### src/rtl/temp_read_sequencer_if.sv
// Byte-level I2C master command/response bundle between the temperature
// sequencer (master modport) and the I2C byte engine (slave modport).
interface temp_read_sequencer_if;
   logic       i2c_ena;
   logic [6:0] i2c_addr;
   logic       i2c_rw;
   logic [7:0] i2c_data_wr;
   logic       i2c_busy;
   logic [7:0] i2c_data_rd;
   logic       i2c_ack_error;

   modport master (
      output i2c_ena, i2c_addr, i2c_rw, i2c_data_wr,
      input  i2c_busy, i2c_data_rd, i2c_ack_error
   );

   modport slave (
      input  i2c_ena, i2c_addr, i2c_rw, i2c_data_wr,
      output i2c_busy, i2c_data_rd, i2c_ack_error
   );
endinterface

### src/rtl/temp_read_sequencer.sv
// Reads the sensor's 16-bit temperature register through a byte-level I2C
// master: pointer write, repeated-start two-byte read, periodic or on demand.
//
// state  | meaning
// IDLE   | waiting for start pulse or period trigger
// WR_PTR | pointer-write command queued, waiting for master to latch it
// RD_MSB | read queued; waiting for pointer byte to finish and MSB read latch
// RD_LSB | MSB byte in flight; LSB read latched on next rise
// FINISH | LSB byte in flight; result published on its completion
// ABORT  | NACK or timeout; waiting for master to go idle
module temp_read_sequencer #(
   parameter logic [6:0] SENSOR_ADDR   = 7'h48,
   parameter logic [7:0] PTR_REG       = 8'h00,
   parameter int         SAMPLE_PERIOD = 50_000_000,
   parameter int         TIMEOUT_CYC   = 1_000_000
) (
   input  logic                         clk,
   input  logic                         reset,
   input  logic                         auto_en,
   input  logic                         start,
   temp_read_sequencer_if.master        bus,
   output logic [15:0]                  temp,
   output logic                         temp_valid,
   output logic                         temp_err,
   output logic                         seq_busy
);

   localparam logic [2:0] IDLE   = 3'd0;
   localparam logic [2:0] WR_PTR = 3'd1;
   localparam logic [2:0] RD_MSB = 3'd2;
   localparam logic [2:0] RD_LSB = 3'd3;
   localparam logic [2:0] FINISH = 3'd4;
   localparam logic [2:0] ABORT  = 3'd5;

   localparam int PW = $clog2(SAMPLE_PERIOD);
   localparam int TW = $clog2(TIMEOUT_CYC + 1);
   localparam logic [PW-1:0] P_LAST = PW'(SAMPLE_PERIOD - 1);
   localparam logic [TW-1:0] T_LAST = TW'(TIMEOUT_CYC - 1);

   logic [2:0]    state;
   logic          busy_q;
   logic          rise;
   logic          fall;
   logic          ena_r;
   logic [PW-1:0] pcnt;
   logic [TW-1:0] tcnt;
   logic [7:0]    msb_hold;
   logic          period_trig;
   logic          trig;

   assign rise        = bus.i2c_busy & ~busy_q;
   assign fall        = ~bus.i2c_busy & busy_q;
   assign period_trig = auto_en && (state == IDLE) && (pcnt == P_LAST);
   assign trig        = start | period_trig;

   // Reset pulls the command valid low immediately, without waiting for the edge.
   assign bus.i2c_ena = ena_r & ~reset;

   always_ff @(posedge clk) begin
      if (reset) begin
         pcnt <= '0;
      end else if (!auto_en) begin
         pcnt <= '0;
      end else if (state == IDLE) begin
         pcnt <= period_trig ? '0 : pcnt + 1'b1;
      end
   end

   always_ff @(posedge clk) begin
      if (reset) begin
         state           <= IDLE;
         busy_q          <= 1'b0;
         ena_r           <= 1'b0;
         bus.i2c_addr    <= '0;
         bus.i2c_rw      <= 1'b0;
         bus.i2c_data_wr <= '0;
         tcnt            <= '0;
         msb_hold        <= '0;
         temp            <= '0;
         temp_valid      <= 1'b0;
         temp_err        <= 1'b0;
         seq_busy        <= 1'b0;
      end else begin
         busy_q     <= bus.i2c_busy;
         temp_valid <= 1'b0;
         if (state != IDLE && state != ABORT) tcnt <= tcnt + 1'b1;

         case (state)
            IDLE: begin
               if (trig) begin
                  bus.i2c_addr    <= SENSOR_ADDR;
                  bus.i2c_rw      <= 1'b0;
                  bus.i2c_data_wr <= PTR_REG;
                  ena_r           <= 1'b1;
                  seq_busy        <= 1'b1;
                  tcnt            <= '0;
                  state           <= WR_PTR;
               end
            end

            ABORT: begin
               if (!bus.i2c_busy || tcnt == T_LAST) begin
                  temp_err <= 1'b1;
                  seq_busy <= 1'b0;
                  tcnt     <= '0;
                  state    <= IDLE;
               end else begin
                  tcnt <= tcnt + 1'b1;
               end
            end

            default: begin
               // A NACKed byte outranks everything else, then the timeout.
               if ((fall && bus.i2c_ack_error) || tcnt == T_LAST) begin
                  ena_r <= 1'b0;
                  tcnt  <= '0;
                  state <= ABORT;
               end else begin
                  case (state)
                     WR_PTR: begin
                        if (rise) begin
                           bus.i2c_rw <= 1'b1;
                           state      <= RD_MSB;
                        end
                     end
                     RD_MSB: begin
                        if (rise) state <= RD_LSB;
                     end
                     RD_LSB: begin
                        if (fall) begin
                           msb_hold <= bus.i2c_data_rd;
                        end else if (rise) begin
                           ena_r <= 1'b0;
                           state <= FINISH;
                        end
                     end
                     FINISH: begin
                        if (fall) begin
                           temp       <= {msb_hold, bus.i2c_data_rd};
                           temp_valid <= 1'b1;
                           temp_err   <= 1'b0;
                           seq_busy   <= 1'b0;
                           state      <= IDLE;
                        end
                     end
                     default: begin
                        ena_r    <= 1'b0;
                        seq_busy <= 1'b0;
                        state    <= IDLE;
                     end
                  endcase
               end
            end
         endcase
      end
   end

endmodule

### src/flat_wrapper.sv
// flat-port wrapper written by rule: the top's interface ports become plain ports
module temp_read_sequencer_flat 
#(
   parameter logic [6:0] SENSOR_ADDR   = 7'h48,
   parameter logic [7:0] PTR_REG       = 8'h00,
   parameter int         SAMPLE_PERIOD = 50_000_000,
   parameter int         TIMEOUT_CYC   = 1_000_000
)
  (clk, reset, auto_en, start, temp, temp_valid, temp_err, seq_busy, bus_i2c_ena, bus_i2c_addr, bus_i2c_rw, bus_i2c_data_wr, bus_i2c_busy, bus_i2c_data_rd, bus_i2c_ack_error);
  temp_read_sequencer_if bus_i ();
  input  logic clk;
  input  logic reset;
  input  logic auto_en;
  input  logic start;
  output logic [15:0] temp;
  output logic temp_valid;
  output logic temp_err;
  output logic seq_busy;
  output wire logic [$bits(bus_i.i2c_ena)-1:0] bus_i2c_ena;
  output wire logic [$bits(bus_i.i2c_addr)-1:0] bus_i2c_addr;
  output wire logic [$bits(bus_i.i2c_rw)-1:0] bus_i2c_rw;
  output wire logic [$bits(bus_i.i2c_data_wr)-1:0] bus_i2c_data_wr;
  input wire logic [$bits(bus_i.i2c_busy)-1:0] bus_i2c_busy;
  input wire logic [$bits(bus_i.i2c_data_rd)-1:0] bus_i2c_data_rd;
  input wire logic [$bits(bus_i.i2c_ack_error)-1:0] bus_i2c_ack_error;
  assign bus_i2c_ena = bus_i.i2c_ena;
  assign bus_i2c_addr = bus_i.i2c_addr;
  assign bus_i2c_rw = bus_i.i2c_rw;
  assign bus_i2c_data_wr = bus_i.i2c_data_wr;
  assign bus_i.i2c_busy = bus_i2c_busy;
  assign bus_i.i2c_data_rd = bus_i2c_data_rd;
  assign bus_i.i2c_ack_error = bus_i2c_ack_error;
  temp_read_sequencer #(.SENSOR_ADDR(SENSOR_ADDR), .PTR_REG(PTR_REG), .SAMPLE_PERIOD(SAMPLE_PERIOD), .TIMEOUT_CYC(TIMEOUT_CYC)) u_core (.clk(clk), .reset(reset), .auto_en(auto_en), .start(start), .bus(bus_i), .temp(temp), .temp_valid(temp_valid), .temp_err(temp_err), .seq_busy(seq_busy));
endmodule
### config.mk
export PLATFORM = sky130hd
export DESIGN_NAME = temp_read_sequencer_flat
export DESIGN_NICKNAME = d
export VERILOG_FILES = /design/src/rtl/temp_read_sequencer_if.sv /design/src/rtl/temp_read_sequencer.sv /design/src/flat_wrapper.sv
export SDC_FILE = /design/constraint.sdc
export NUM_CORES = 1
export LEC_CHECK = 0
export CAP_MARGIN = 20
export CORE_ASPECT_RATIO = 1.2
export CORE_MARGIN = 3
export CORE_UTILIZATION = 50
export DETAILED_ROUTE_END_ITERATION = 8
export PLACE_DENSITY = 0.76
export SYNTH_ARGS = -nofsm -noshare
export SYNTH_HDL_FRONTEND = slang
export SYNTH_SLANG_ARGS = --single-unit
### constraint.sdc
create_clock -name clk -period 2.11 [get_ports clk]
set_clock_uncertainty 0.1 [all_clocks]
set_input_delay 0.3165 -clock clk [delete_from_list [all_inputs] [get_ports clk]]
set_output_delay 0.3165 -clock clk [all_outputs]
set_load 0.1 [all_outputs]
**Word level (Yosys, flattened, before mapping)**

Cells that the tools add are included.
W data, S select, Z words.

- Flip-flop bits (word level): 80

- Equality and inequality tests: 23
- Mux-type cells: 37
- Reductions and logical operators: 26
- Bitwise logic cells: 13
- Add/subtract/negate cells: 2

Operators with widths:

| operator | number |
|---|---|
| $mux W20 | 4 |
| $pmux W20 S2 | 1 |
| $add A26 B1 Y26 const B | 1 |
| $eq A26 B26 Y1 const B | 1 |
| $mux W26 | 1 |
| $mux W3 | 8 |
| $add A20 B1 Y20 const B | 1 |
| $eq A20 B20 Y1 const B | 1 |
| $reduce_and A5 Y1 | 4 |
| $mux W1 | 15 |
| $ne A5 B1 Y1 const B | 3 |
| $pmux W1 S2 | 6 |
| $pmux W3 S4 | 1 |
| $not A1 Y1 | 9 |
| $reduce_and A4 Y1 | 2 |
| $reduce_bool A2 Y1 | 4 |
| $reduce_and A7 Y1 | 1 |
| $eq A3 B2 Y1 const B | 2 |
| $eq A3 B3 Y1 const B | 2 |
| $ne A2 B1 Y1 const B | 3 |
| $ne A3 B1 Y1 const B | 2 |
| $pmux W3 S2 | 1 |
| $reduce_or A3 Y1 | 2 |
| $ne A5 B2 Y1 const B | 1 |
| other kinds (18) | 25 |

**Depth between registers and ports, before layout**

Gate-level depths: netlist of run 1.

- Word-level depth: 7
- Depth in mapped cells: 8
- Gate-level depth less buffers: 6

**Worst setup path after synthesis of run 1**

OpenSTA, ideal clock, no wires.

- Path kind: input port to flip-flop
- From: input reset
- To: register u_core.ena_r
- Required time: 1.922 ns
- Setup time: 0.088 ns
- Arrival: 2.165 ns
- Buffers on the path: 1
- Stages on the path: 4
- Setup slack: -0.243 ns
- Cells stage by stage: clkbuf_1 > nor2_1 > nand2_1 > o31ai_1

RTL lines:

| what | RTL line | source |
|---|---|---|
| from (decl) | flat_wrapper.sv:12 | `input logic reset;` |
| to (signal assigned) | temp_read_sequencer.sv:73 | `ena_r <= 1'b0;` |
| to (signal assigned) | temp_read_sequencer.sv:94 | `ena_r <= 1'b1;` |
| to (signal assigned) | temp_read_sequencer.sv:115 | `ena_r <= 1'b0;` |
| to (decl) | temp_read_sequencer.sv:44 | `logic ena_r;` |

**Worst setup path in the final report of run 1**

- From: register u_core.tcnt[0]
- To: register u_core.temp[14]

- Word-level cells in the longest chain between the ends: 4

RTL lines:

| what | RTL line | source |
|---|---|---|
| from (decl) | temp_read_sequencer.sv:46 | `logic [TW-1:0] tcnt;` |
| from (signal assigned) | temp_read_sequencer.sv:86 | `if (state != IDLE && state != ABORT) tcnt <= tcnt + 1'b1;` |
| from (signal assigned) | temp_read_sequencer.sv:108 | `tcnt <= tcnt + 1'b1;` |
| $eq A20 B20 Y1 | temp_read_sequencer.sv:114 | `if ((fall && bus.i2c_ack_error) \|\| tcnt == T_LAST) begin` |
| $logic_or A1 B1 Y1 | temp_read_sequencer.sv:114 |  |
| $not A1 Y1 (no line) | - |  |
| $reduce_and A4 Y1 (no line) | - |  |
| to (signal assigned) | temp_read_sequencer.sv:139 | `temp <= {msb_hold, bus.i2c_data_rd};` |
| to (decl) | temp_read_sequencer.sv:22 | `output logic [15:0] temp,` |

Every way passes these cells.
A chain may end at the register's enable or synchronous reset.

==> results of run 1 <==
==> registers in the layout, summed over array words and instances, names as in the netlist, 3 cells and up <==
signal	flops
u_core.pcnt	26
u_core.state	3
u_core.tcnt	20
u_core.msb_hold	8
u_core.temp	16
==> per-stage QoR <==
step | hold slack, ns | TNS (ns) | cells
2_1_floorplan | 0.3326 | 0 | 464
3_3_place_gp | 0.3435 | 0 | 598
3_5_place_dp | 0.3469 | -0.09719 | 598
4_1_cts | 0.3632 | 0 | 614
5_1_grt | 0.3822 | -0.1851 | 618
6_report | 0.3606 | 0 | 618
==> path summary, 6_finish.rpt <==
check / cells past startpoint / endpoint / startpoint
min: 2 / u_core.msb_hold[1] / u_core.msb_hold[1]
max: 10 / u_core.temp[14] / u_core.tcnt[0]
max reg2reg: 10 / u_core.temp[14] / u_core.tcnt[0]
min reg2reg: 2 / u_core.msb_hold[1] / u_core.msb_hold[1]
==> timing repair <==
action / 4_1_cts / 5_1_grt
pin swaps: 1 / 7
setup endpoints to repair: 1 / 8
setup buffers: 0 / 2
cloned: 0 / 2
gates resized for setup: 0 / 13
hold buffers: 0 / 0
==> per-layer routing <==
layer,vias to the layer above,global-route usage [%],wire length [um]
li1,1758,-,-
met1,1670,24.31,3911
met2,68,36.12,4867
met3,21,4.157,314
met4,0,10.67,238
met5,-,0,0
==> worst min-delay path, stage by stage (launching register included) <==
cell     delay (ns)
dfxtp_1        0.31
nand2_1        0.05
mux2i_1        0.05
==> report_power, final <==
group          switching (uW)  internal, uW  leakage, uW
combinational            1040           584      0.00102
sequential               93.5          1590     0.000648
clock                     549           787     0.000116
total                    1690          2960      0.00178
==> area by class of cell <==
cell class / count / share of cell area (%)
Multi-Input combinational cell: 333 / 43.48
Sequential cell: 80 / 32.25
Timing Repair Buffer: 87 / 16.23
Clock buffer: 9 / 2.487
Clock inverter: 7 / 2.386
Tap cell: 90 / 2.261
Inverter: 12 / 0.9043
==> cell families after synthesis <==
logic type      after synthesis
simple gates                206
xor+xnor                     25
flops                        80
fa+ha+maj                     3
mux                           8
other cells                   1
buf+inv                      51
compound gates               78
==> placed cells by master, fill, tap and decap left out, types with 13 or more instances in the layout <==
cell type        instances
nor2_1                  48
xnor2_1                 19
nand2_1                 52
clkdlybuf4s50_1         13
nand4_1                 17
conb_1                  13
buf_4                   65
nand3_1                 23
dfxtp_1                 76
a22o_1                  16
a31oi_1                 24
==> results by group, run 1 <==
Timing
  – Final worst slack: between 0.06 and 0.07 ns
  – Relative slew slack: between 60% and 70%
  – Final worst path period share: 96.83%
  – Worst Tran Pin Value: between 0.5 and 0.6 ns
  – Fin. Hold Viols: 0
  – Max Slew Vio Count: 0
  – Post-route minimum period: between 2 and 2.5 ns
  – RSZ-0062 raised after global routing: true
  – Setup-failing EPs final: 0
  – Peak Freq: 489.5 MHz

Synthesis
  – Synth cell count leaders: dfxtp_1 (80), nand2_1 (52), nor2_1 (50)
  – Seq cells post-synth: 80
  – Asr flop ratio synth: 0%
  – Cell taking the most area after synthesis: dfxtp_1
  – Largest family of logic cells by synthesized area: simple AND/OR/NAND/NOR gates
  – Ranking of synthesized cells by area: dfxtp_1 (41%), nand2_1 (5.0%), nor2_1 (4.8%)
  – Syn Area/Cell: about 8.7 um2
  – Post-synth top area share: 40.76%
  – Post-synth EDFFs: 0
  – Seq/Total Area, Yosys: between 40% and 50%
  – Area share of xor/xnor cells in the synthesized design: 5.573%
  – Simple-gate portion of the synthesized area: around 29%
  – Post-synthesis compound-gate area fraction: 15.25%
  – Synthesized instance count: 452
  – Main flop type after synthesis: dfxtp_1
  – Multiplexer share of the synthesized area: 2.038%
  – Synth Area in Adders: less than 1%
  – Most numerous cell in the Yosys netlist: dfxtp_1
  – Post-synth cell types: 58
  – Synth warnings: 0
  – Mapped Area: approximately 4000 um2

Worst setup path
  – Top Family by Delay on Critical Path: buffers and inverters
  – Crit path buffers/inverters: 4
  – Most used cell, CP: buf_4
  – Critical path launch point type: flop
  – R2R Setup Slk: 0.07 ns
  – Worst EP required: 2.25 ns
  – Max FO, Critical Path: 9
  – Delay of the slowest critical-path stage: 0.36 ns
  – CP arrival: 2.18 ns
  – Crit-path cells: ha_4 -> nand3_4 -> nor4_4 -> buf_4 -> buf_4 -> a21bo_1 -> buf_4 -> nor4_4 -> buf_4 -> a22o_1
  – Critical path class: reg -> reg
  – CP endpoint kind: flop
  – Slowest-stage cell, CP: dfxtp_2

Power and ir drop
  – Total power: 4649 uW
  – VDD IR max: 0.7498 mV
  – Power per cell area: 933.3 nW/um2
  – Leakage: 0.001779 uW

Drt
  – WL/cell: about 15 um
  – Post-Route WL: 9331 um
  – DR pass1 iterations: 4
  – Initial DRC Count: 126
  – Final ANT Viol Nets: 0
  – Via count: 3517
  – Vias per inst: 5.691
  – DRC: 0

CTS
  – Root Driver: clkbuf_8
  – Clock buffer depth: 2
  – CTS H-tree depth: 3
  – CTS buffer count: 9
  – Clock slew at reported path FFs: approximately 0.080 ns
  – Clock sink count: 80
  – Skew-Pair Late Insertion Delay: 0.34 ns
  – CTS tree: done

Die
  – Die area: 8962 um2
  – Core Box Area: 7445 um2
  – Die H: approximately 100 um
  – Ports: 50
  – Num rows: 34
  – Initial Util: 52.77%
  – Die X-Extent: 86.92 um

Place
  – Placer Congestion: ~0.86
  – Pre-CTS WS: -0.03797 ns
  – Hpwl dp: approximately 6400 um
  – Port buffer count: 36
  – DP Area: 4607 um2

Cells and area
  – Final Util: between 60% and 70%
  – Final net count: 539
  – Multi-input gate area: 2166 um2
  – Reg area: between 1500 and 2000 um2
  – Final Cell Area: 4981 um2
  – Layout cells sized above 1: 21.97%
  – FILL cells: 605
  – Diodes inserted: 0
  – Area Growth Syn to Fin: 26.78%

Global route
  – Grt total ovfl: 0
  – Initial antenna violation count: 0
  – Largest net degree at the start of global routing: 42
  – GRT Util Overall: 20.86%
  – Vias in the first global route: 3336
  – First-pass GRT wire length: 14990 um

Run status
  – Status: completed

Hold path
  – Worst Hold Class: reg -> reg

Job
  – Max_cap viols: 0
(Power assumes the default switching activity.)
==> inputs of run 2 (changes only) <==
Settings changed: CTS_BUF_LIST from default to sky130_fd_sc_hd__clkbuf_16.
==> results by group, run 2 (synthesis gave the netlist of run 1 again) <==
Global route
  – Grt total ovfl: 0 (unchanged)
  – GRT Util Overall: 21.39% (+0.53 points)
  – Vias in the first global route: 3363 (+0.81%)
  – Initial antenna violation count: 0 (unchanged)
  – First-pass GRT wire length: 15320 um (+2.2%)
  – Largest net degree at the start of global routing: 42 (unchanged)

Power and ir drop
  – VDD IR max: 1.005 mV (+34%)
  – Clk network pwr share: 34.9% (+6.2 points)
  – P_int: 3319 uW (+12%)
  – Comb power frac: 31.8% (-3.2 points)
  – NetSw: 1732 uW (+2.8%)
  – Power per cell area: 1008 nW/um2 (+8.0%)
  – Sw frac: 34.29% (-2.0 points)
  – Reg power frac: 33.2% (-3.1 points)
  – Leakage: 0.001796 uW (+0.98%)

Worst setup path
  – Critical path launch point type: flop
  – Most used cell, CP: buf_4
  – Crit path buffers/inverters: 4 (unchanged)
  – Worst EP required: 2.23 ns (-0.02 ns)
  – Critical path class: reg -> reg
  – Critical R2R Launch: u_core.tcnt[0]
  – Crit-path cells: ha_2 -> nand3_4 -> nor4_4 -> buf_4 -> buf_4 -> a21bo_1 -> buf_4 -> nor4_4 -> buf_4 -> a22o_1
  – Max FO, Critical Path: 7 (-2)
  – Worst setup path start: u_core.tcnt[0]
  – Top Family by Delay on Critical Path: buffers and inverters
  – Delay of the slowest critical-path stage: 0.34 ns (-0.02 ns)
  – CP endpoint kind: flop
  – CP arrival: 2.17 ns (about the same)
  – Slowest-stage cell, CP: dfxtp_1
  – R2R Setup Slk: 0.06 ns (about the same)

Die
  – Num rows: 34 (unchanged)
  – Ports: 50 (unchanged)
  – Core Box Area: 7445 um2 (unchanged)
  – Initial Util: 52.77% (unchanged)
  – Die X-Extent: 86.92 um (unchanged)
  – Die H: 103.1 um (unchanged)
  – Die area: 8962 um2 (unchanged)

Drt
  – DR pass1 iterations: 4 (unchanged)
  – Post-Route WL: 9216 um (-1.2%)
  – Final ANT Viol Nets: 0 (unchanged)
  – Via count: 3534 (+0.48%)
  – Vias per inst: 5.728 (+0.65%)
  – Initial DRC Count: 131 (+4.0%)
  – DRC: 0 (unchanged)
  – WL/cell: 14.94 um (-1.1%)

Timing
  – Final worst slack: 0.06362 ns (-0.003357 ns)
  – Peak Freq: 488.7 MHz (-0.16%)
  – Setup-failing EPs final: 0 (unchanged)
  – Relative slew slack: 66.25% (+0.97 points)
  – Max Slew Vio Count: 0 (unchanged)
  – Final worst path period share: 96.98% (+0.16 points)
  – Post-route minimum period: 2.046 ns (+0.003357 ns)
  – Fin. Hold Viols: 0 (unchanged)
  – Worst Tran Pin Value: 0.5017 ns (-0.01435 ns)

CTS
  – Skew-Pair Late Insertion Delay: 0.33 ns (about the same)
  – Clock slew at reported path FFs: 0.06 ns (-0.02 ns)
  – Root Driver: clkbuf_16
  – CTS H-tree depth: 3 (unchanged)
  – CTS buffer count: 9 (unchanged)
  – CTS tree: done
  – Clock buffer depth: 2 (unchanged)
  – Clock sink count: 80 (unchanged)

Place
  – Hpwl dp: 6373 um (unchanged)
  – Placer Congestion: 0.8614 (unchanged)
  – Pre-CTS WS: -0.03797 ns (unchanged)
  – Port buffer count: 36 (unchanged)

Cells and area
  – Diodes inserted: 0 (unchanged)
  – Area Growth Syn to Fin: 27.55%
  – Top flop regs: u_core.pcnt: 26 flops, u_core.tcnt: 20 flops, u_core.temp: 16 flops
  – Final Util: 67.31% (+0.40 points)
  – Final net count: 538 (-0.19%)
  – Commonest non-fill, non-tap cells in the layout: dfxtp_1 (78), buf_4 (65), nand2_1 (52), nor2_1 (49), a31oi_1 (24)
  – Layout cells sized above 1: 20.87% (-1.1 points)
  – Max reg flops: 26 (unchanged)
  – Commonest non-fill, non-tap cell in the layout: dfxtp_1
  – Largest Register: u_core.pcnt

Hold path
  – Worst Hold Class: reg -> reg
  – Hold Crit Start: u_core.msb_hold[1]

Run status
  – Status: completed

Job
  – Max_cap viols: 0 (unchanged)
==> run 2: metrics by stage <==
stage	TNS [ns]	power, uW	instance area [um2]	hold WS (ns)	std cells
2_1_floorplan	0	2821	3976	0.3326	464
3_3_place_gp	0	3243	4607	0.3435	598
3_5_place_dp	-0.09719	3288	4607	0.3469	598
4_1_cts	0	5051	4951	0.3616	614
5_1_grt	-0.1594	5275	5011	0.3779	617
6_report	0	5052	5011	0.3637	617
==> run 2: power by group through the flow <==
stage	clock network, uW	logic, uW	registers [uW]
2_1_floorplan	0	980	1840
3_3_place_gp	0	1540	1700
3_5_place_dp	0	1580	1710
4_1_cts	1790	1590	1680
5_1_grt	1860	1720	1690
6_report	1760	1610	1680
==> run 2: final timing paths <==
kind                                           end  cells after the start
worst max-delay path                u_core.temp[9]                     10
worst min-delay path            u_core.msb_hold[1]                      2
worst max register to register      u_core.temp[9]                     10
worst min register to register  u_core.msb_hold[1]                      2
==> run 2: final cells by class <==
class / count / area [um2]
clock buffer: 9 / 225.2
clock inverter: 7 / 118.9
fill: 579 / 2434
inverter: 12 / 45.04
multi-input combinational: 333 / 2136
sequential: 80 / 1604
tap: 90 / 112.6
timing repair buffer: 86 / 769.5
==> run 2: tightest hold or removal path, stage by stage (launching register included) <==
cell and delay (ns):
dfxtp_1 0.31, nand2_1 0.06, mux2i_1 0.05
==> run 2: routing by layer <==
metal,part of all wire (%),global-route usage [%]
met1,41,24.29
met2,53,37.70
met3,3.7,3.917
met4,2.5,11.63
met5,0,0
==> run 2: repair_timing <==
action,in CTS,in global routing
endpoints found under the hold margin,0,0
setup endpoints to repair,1,11
setup buffers,0,3
gates resized for setup,0,8
pin swaps,1,6
hold buffers,0,0
